`src/rtl/stream_decryptor_pkg.sv`:
```
// Shared cipher definitions for the stream encryptor/decryptor pair.
// Holds the secret key bytes, the message FSM encoding and the key lookup helper.
package stream_decryptor_pkg;

    localparam int SECRET_LEN = 7;
    localparam logic [8*SECRET_LEN-1:0] SECRET = "SECRETK";

    typedef enum logic [1:0] {
        ST_IDLE = 2'd0,
        ST_RUN  = 2'd1,
        ST_DONE = 2'd2
    } cipher_state_t;

    // Byte 0 of the string literal sits in the most significant byte.
    function automatic logic [7:0] secret_byte(input int unsigned idx);
        int unsigned pos;
        pos = idx % SECRET_LEN;
        return SECRET[8*(SECRET_LEN-1-pos) +: 8];
    endfunction

endpackage

```
`src/rtl/stream_decryptor_if.sv`:
```
// Byte stream handshake bundle: cipher bytes in (s_*), plain bytes out (m_*).
// The slave modport is the decryptor's view; master is the traffic source/sink.
interface stream_decryptor_if;
    logic       s_valid;
    logic       s_ready;
    logic [7:0] s_data;
    logic       s_last;
    logic       m_valid;
    logic       m_ready;
    logic [7:0] m_data;
    logic       m_last;

    modport master (
        output s_valid, s_data, s_last, m_ready,
        input  s_ready, m_valid, m_data, m_last
    );

    modport slave (
        input  s_valid, s_data, s_last, m_ready,
        output s_ready, m_valid, m_data, m_last
    );
endinterface

```
`src/rtl/stream_decryptor.sv`:
```
// Stream decryptor: plain = cipher - SECRET[key_idx], key restarts at every message.
// Latency: 1 cycle through a single output register, full throughput.
// Backpressure: s_ready follows the output register; held low while the final byte waits.
module stream_decryptor
    import stream_decryptor_pkg::*;
#(
    parameter int MSG_LEN = 22,
    parameter int SEC_LEN = 7
) (
    input  logic               clk,
    input  logic               rst_n,
    stream_decryptor_if.slave  bus,
    output logic               len_err,
    output logic               msg_done
);

    localparam int BW = (MSG_LEN > 1) ? $clog2(MSG_LEN) : 1;
    localparam int KW = (SEC_LEN > 1) ? $clog2(SEC_LEN) : 1;
    localparam logic [BW-1:0] LAST_BYTE = BW'(MSG_LEN - 1);
    localparam logic [KW-1:0] LAST_KEY  = KW'(SEC_LEN - 1);

    cipher_state_t state_q, state_d;
    logic [BW-1:0] byte_idx;
    logic [KW-1:0] key_idx;
    logic          out_vld;
    logic [7:0]    out_dat;
    logic          out_last;

    logic          s_ready_c;
    logic          in_fire;
    logic          out_fire;
    logic          at_last_byte;
    logic          is_final;

    always_comb begin
        at_last_byte = (byte_idx == LAST_BYTE);
        is_final     = bus.s_last || at_last_byte;
        s_ready_c    = rst_n && (state_q != ST_DONE) && (!out_vld || bus.m_ready);
        in_fire      = bus.s_valid && s_ready_c;
        out_fire     = out_vld && bus.m_ready;
        msg_done     = rst_n && out_fire && out_last;

        state_d = state_q;
        unique case (state_q)
            ST_IDLE: if (in_fire) state_d = is_final ? ST_DONE : ST_RUN;
            ST_RUN:  if (in_fire && is_final) state_d = ST_DONE;
            ST_DONE: if (out_fire && out_last) state_d = ST_IDLE;
            default: state_d = ST_IDLE;
        endcase
    end

    always_ff @(posedge clk) begin
        if (!rst_n) begin
            state_q  <= ST_IDLE;
            byte_idx <= '0;
            key_idx  <= '0;
            out_vld  <= 1'b0;
            out_dat  <= 8'h00;
            out_last <= 1'b0;
            len_err  <= 1'b0;
        end else begin
            state_q <= state_d;
            if (in_fire) begin
                out_vld  <= 1'b1;
                out_dat  <= bus.s_data - secret_byte(32'(key_idx));
                out_last <= is_final;
                // Indices are zeroed on the final byte so IDLE is always entered clean.
                if (is_final) begin
                    byte_idx <= '0;
                    key_idx  <= '0;
                end else begin
                    byte_idx <= byte_idx + 1'b1;
                    key_idx  <= (key_idx == LAST_KEY) ? '0 : key_idx + 1'b1;
                end
                if (bus.s_last != at_last_byte) len_err <= 1'b1;
            end else if (out_fire) begin
                out_vld <= 1'b0;
            end
        end
    end

    assign bus.s_ready = s_ready_c;
    assign bus.m_valid = out_vld;
    assign bus.m_data  = out_dat;
    assign bus.m_last  = out_last;

endmodule

```
`src/flat_wrapper.sv`:
```
// flat-port wrapper written by rule: the top's interface ports become plain ports
module stream_decryptor_flat import stream_decryptor_pkg::*;
#(
    parameter int MSG_LEN = 22,
    parameter int SEC_LEN = 7
)
  (clk, rst_n, len_err, msg_done, bus_s_valid, bus_s_data, bus_s_last, bus_m_ready, bus_s_ready, bus_m_valid, bus_m_data, bus_m_last);
  stream_decryptor_if bus_i ();
  input  logic clk;
  input  logic rst_n;
  output logic len_err;
  output logic msg_done;
  input wire logic [$bits(bus_i.s_valid)-1:0] bus_s_valid;
  input wire logic [$bits(bus_i.s_data)-1:0] bus_s_data;
  input wire logic [$bits(bus_i.s_last)-1:0] bus_s_last;
  input wire logic [$bits(bus_i.m_ready)-1:0] bus_m_ready;
  output wire logic [$bits(bus_i.s_ready)-1:0] bus_s_ready;
  output wire logic [$bits(bus_i.m_valid)-1:0] bus_m_valid;
  output wire logic [$bits(bus_i.m_data)-1:0] bus_m_data;
  output wire logic [$bits(bus_i.m_last)-1:0] bus_m_last;
  assign bus_i.s_valid = bus_s_valid;
  assign bus_i.s_data = bus_s_data;
  assign bus_i.s_last = bus_s_last;
  assign bus_i.m_ready = bus_m_ready;
  assign bus_s_ready = bus_i.s_ready;
  assign bus_m_valid = bus_i.m_valid;
  assign bus_m_data = bus_i.m_data;
  assign bus_m_last = bus_i.m_last;
  stream_decryptor #(.MSG_LEN(MSG_LEN), .SEC_LEN(SEC_LEN)) u_core (.clk(clk), .rst_n(rst_n), .bus(bus_i), .len_err(len_err), .msg_done(msg_done));
endmodule
```
`config.mk`:
```
export PLATFORM = sky130hd
export DESIGN_NAME = stream_decryptor_flat
export DESIGN_NICKNAME = d
export VERILOG_FILES = /design/src/rtl/stream_decryptor_pkg.sv /design/src/rtl/stream_decryptor_if.sv /design/src/rtl/stream_decryptor.sv /design/src/flat_wrapper.sv
export SDC_FILE = /design/constraint.sdc
export NUM_CORES = 1
export LEC_CHECK = 0
export CORE_MARGIN = 2
export CORE_UTILIZATION = 47
export DETAILED_ROUTE_END_ITERATION = 10
export GPL_ROUTABILITY_DRIVEN = 0
export GPL_TIMING_DRIVEN = 0
export HOLD_SLACK_MARGIN = 0.05
export PLACE_DENSITY = 0.75
export SETUP_SLACK_MARGIN = 0.5
export SLEW_MARGIN = 20
export SYNTH_ARGS = -nofsm -noshare
export SYNTH_HDL_FRONTEND = slang
export SYNTH_SLANG_ARGS = --single-unit
```
`constraint.sdc`:
```
create_clock -name clk -period 2.93 [get_ports clk]
set_input_delay 0.586 -clock clk [delete_from_list [all_inputs] [get_ports clk]]
set_output_delay 0.586 -clock clk [all_outputs]
set_load 0.02 [all_outputs]
```
# [Word level (Yosys, flattened, before mapping)]
# Cells that the tools add are included.
[word_totals] input_bits=13 elab_cells=47 ff_bits=21 output_inout_bits=13
[classes] n_eq_ne=9 n_addsub=4 n_shift=1 n_reduce_logical=15 muxes=10 n_div=1
[ops] cell="indexed part select 56 x 33 -> 8 bit, first input constant" n=1
[ops] cell="remainder unit 3 x 3 -> 32 bit, second input constant" n=1
[ops] cell="subtractor 3 x 29 -> 29 bit, first input constant" n=1
[ops] cell="logical AND 1 bit" n=8
[ops] cell="two-way mux 2 bit" n=4
[ops] cell="subtractor 8 bit" n=1
[ops] cell="two-way mux 3 bit" n=2
[ops] cell="!= test 2 x 1 -> 1 bit, second input constant" n=3
[ops] cell="one-hot mux 2 bit (3 select lines)" n=1
[ops] cell="adder 5 x 1 -> 5 bit, second input constant" n=1
[ops] cell="== test 5 bit, second input constant" n=1
[ops] cell="two-way mux 5 bit" n=1
[ops] cell="adder 3 x 1 -> 3 bit, second input constant" n=1
[ops] cell="== test 3 bit, second input constant" n=1
[ops] cell="AND reduction 3 bit" n=1
[ops] cell="== test 2 x 1 -> 1 bit, second input constant" n=1
[ops] cell="== test 2 bit, second input constant" n=1
[ops] cell="logical NOT 2 bit" n=1
[ops] cell="logical OR 1 bit" n=2
[ops] cell="two-way mux 1 bit" n=2
[ops] cell="!= test 2 bit, second input constant" n=1
[ops] cell="AND reduction 2 bit" n=1
[ops] cell="nonzero test 2 bit" n=1
[ops] cell="logical NOT 1 bit" n=1
[ops] cell="!= test 1 bit" n=1

# [Depth between registers and ports, before layout]
[logic_depth] ltp_word=7 mapped_depth=15 depth_no_buf=14

# [Least setup slack after synthesis]
# Ideal clock, no wire load.
[synth_timing] path_type="flip-flop to flip-flop" start="register u_core.key_idx[0]" end="register u_core.out_dat[6] (netlist: u_core.bus.m_data[6])" path_slack_ns=-0.042 path_stages_with_launch=16 setup_ns=0.119 required_time_ns=2.811 arrival_time_ns=2.853 path_cell_list="dfxtp_1 buf_2 inv_1 ha_1 buf_2 nand2b_1 a21oi_1 a41oi_1 o41ai_1 ha_1 fa_1 and2b_1 o31a_1 o2111ai_1 xor2_1 a21oi_1"
[synth_between] elab_chain_cells=4
[synth_rtl] item="start: declaration" line_no="stream_decryptor.sv:24" source="logic [KW-1:0] key_idx;"
[synth_rtl] item="start signal: assignment" line_no="stream_decryptor.sv:73" source="key_idx <= (key_idx == LAST_KEY) ? '0 : key_idx + 1'b1;"
[synth_rtl] item="remainder unit 3 x 3 -> 32 bit" line_no="stream_decryptor_pkg.sv:17" source="pos = idx % SECRET_LEN;"
[synth_rtl] item="subtractor 3 x 29 -> 29 bit" line_no="stream_decryptor_pkg.sv:18" source="return SECRET[8*(SECRET_LEN-1-pos) +: 8];"
[synth_rtl] item="indexed part select 56 x 33 -> 8 bit" line_no="stream_decryptor_pkg.sv:18"
[synth_rtl] item="subtractor 8 bit" line_no="stream_decryptor.sv:65" source="out_dat <= bus.s_data - secret_byte(32'(key_idx));"
[synth_rtl] item="end signal: assignment" line_no="stream_decryptor.sv:65"
[synth_rtl] item="end: declaration" line_no="stream_decryptor.sv:26" source="logic [7:0] out_dat;"
# No other way between the ends.
# A chain may end at the register's enable or synchronous reset.

# [Worst setup path after layout]
# Ends and elaborated chain as after synthesis.

==> impl_metrics.yaml <==
outcome:
  status: "finished clean"
grt:
  antenna_found_initial: 0
  grt_max_degree: 13
  grt_first_pass_wirelength_um: 5890
  grt_overflow: 0
  grtUsageTotal_pct: 21.7
  grt_pass1_vias: 1402
logic_synthesis:
  async_flop_share_pct: 0
  yosysSeqAreaShare_pct: 29.3
  syn_inst: 177
  synth_seq_cells: 21
  ys_types: 48
  ys_top_cells_by_area: "dfxtp_1, ha_1, a21oi_1"
  syn_area_per_cell_um2: 8.12
  synth_nets: 204
  yosys-top-cells-count: "dfxtp_1, a21oi_1, ha_1, nand2_1, nor2_1"
  synthFlopType: "dfxtp_1"
  synthesis.area_um2: 1440
  synth_most_common_cell: "dfxtp_1"
  synth_largest_area_cell: "dfxtp_1"
  synth_edf_count: 0
  synth_top_area_share_pct: 29.3
  yosys_warnings: 0
clock_tree:
  cts_hold_buf: 0
  cts_tree: "yes"
  cts_max_level: 1
  max-clock-path-buffers: 2
  cts_root_buf: "clkbuf_4"
  clkLatencyLatePin_ns: 0.31
  cts_made_buffers: 3
  clock_sinks: 21
  clk_pin_slew_ns: 0.13
worst_setup_path:
  critical_path.top_delay_family: "compound AO/OA/AOI/OAI gates"
  worst-r2r-setup-slack_ns: 0.07
  worst-path-buf-inv: 3
  critical-path-slowest-cell: "dfxtp_4"
  slowest_delay_ns: 0.38
  end_kind: "flop"
  path_cells: "buf_8 -> inv_4 -> ha_4 -> buf_6 -> nand2b_4 -> a21oi_4 -> a41oi_4 -> o41ai_4 -> ha_2 -> fa_2 -> and2b_2 -> o31a_1 -> o2111ai_2 -> xor2_1 -> a21oi_1"
  crit_type: "reg -> reg"
  arrival_ns: 3.11
  worstPathMaxFanout: 4
  cp_data_required_time_ns: 3.17
  start_kind: "flop"
timing:
  finalCriticalPeriod_ns: 2.86
  maxSlewHeadroom_pct: 73.9
  setup_viol: 0
  hold_violations: 0
  fin_crit_sh_pct: 97.8
  rsz0062_at_grt: "yes"
  fin_skew_ns: 0.0123
  slew_violations: 0
  worst_slew_pin_slew_ns: 0.389
  fmax_mhz: 349
placed_design:
  dpl.hpwl_um: 2670
  dpl_cell_area_um2: 1820
  port_buffers: 25
  dp.cells: 235
detailed_routing:
  wirelength_um: 3680
  drt_pass1_iterations: 4
  final_antenna_net_count: 0
  drc_errors: 0
  vias: 1444
  via_per_inst: 5.71
  wire_per_inst_um: 14.6
  drt_iter0_drc: 77
worst_hold_path:
  hold_path_class: "reg -> reg"
run:
  drv_cap: 0
finish:
  fin_cells: 253
  num-fill-cells: 229
  antenna_cells: 0
  final_util_pct: 70.5
  fin_area_um2: 2100
  nNetsFinal: 248
  syn2layout_area_growth_pct: 46.1
  drive_above_1_share_pct: 28.2
power_and_ir_drop:
  ir_drop_mv: 0.284
  powerDensity_nw_per_um2: 322
  leakagePower_nw: 0.853
die:
  die_y_um: 59.3
  die_w_um: 59.3
  fp.dieArea_um2: 3510
  num_io_pins: 26
  initial_core_util_pct: 48.2
  core-area_um2: 2980
  rows: 20
stage by stage:
step / setup TNS, ns / power (mW) / worst slack (ns) / hold slack, ns
floorplan: 0 / 0.438 / 0.174 / 0.425
global placement: -0.335 / 0.501 / -0.316 / 0.436
detailed placement: -0.425 / 0.507 / -0.329 / 0.453
CTS: 0 / 0.661 / 0.119 / 0.470
global route: -0.0322 / 0.706 / -0.0171 / 0.497
finish: 0 / 0.675 / 0.0656 / 0.466
metal layers:
layer  track usage (%)  share of wire [%]  vias up
met3              3.71                3.9        4
li1                  -                  -      722
met5                 0                  0        -
met4              8.12               0.84        0
met2              37.8                 51       32
met1              26.3                 44      686
cell usage in the layout (no fill, tap or decap), drive strengths merged, types with 2 or more instances in the layout:
master	Yosys	layout
o31ai	2	2
or3	2	2
clkbuf	1	5
nor3	8	8
o211a	2	2
ha	13	13
inv	10	11
a21o	3	3
nand3	10	10
o21a	3	3
nand2	13	13
nand4	3	3
nor2b	4	4
buf	9	24
a211oi	3	3
o21ai	10	10
a21oi	13	13
o2111ai	2	2
xor2	6	6
clkdlybuf4s50	0	23
nor2	13	13
a31oi	4	4
dfxtp	21	21
nand2b	3	3
cells by family after synthesis:
group,after synthesis,synth area share (%)
compound gates,50,23.4
xor+xnor,7,4.27
fa+ha+maj,14,12.7
buf+inv,21,6.79
flops,21,29.3
mux,1,0.697
simple gates,63,22.8
flip-flops by register name, indices dropped and copies added (netlist names):
signal,cells
u_core.bus.m_data,8
u_core.bus.m_last,1
u_core.bus.m_valid,1
u_core.byte_idx,5
u_core.key_idx,3
u_core.len_err,1
u_core.state_q,2
repair_timing:
action,CTS,global route
pin swaps,12,11
gates cloned,0,0
resized for setup,22,20
setup buffers,9,5
endpoints found under the setup margin,9,9
final timing paths:
path	startpoint	to	cells after the start
setup / recovery	u_core.key_idx[0]	u_core.bus.m_data[6]	15
hold / removal	u_core.state_q[1]	u_core.state_q[0]	1
setup reg to reg	u_core.key_idx[0]	u_core.bus.m_data[6]	15
hold reg to reg	u_core.state_q[1]	u_core.state_q[0]	1
power breakdown:
part / leakage [nW] / internal (mW) / switching, mW
logic: 0.662 / 0.110 / 0.111
clock network: 0.0177 / 0.0510 / 0.0908
registers: 0.174 / 0.300 / 0.0112
total: 0.853 / 0.462 / 0.213
cell type report:
cell class | instances | area, um^2 | area share [%]
multi-input cells | 135 | 1090 | 52.1
flip-flops and latches | 21 | 429 | 20.5
repair buffers | 39 | 362 | 17.2
plain buffers | 10 | 100 | 4.77
inverters | 11 | 46.3 | 2.21
well taps | 33 | 41.3 | 1.97
clock buffers | 3 | 22.5 | 1.07
clock inverters | 1 | 5.00 | 0.239
No activity file was read; power rests on OpenSTA's default activity.
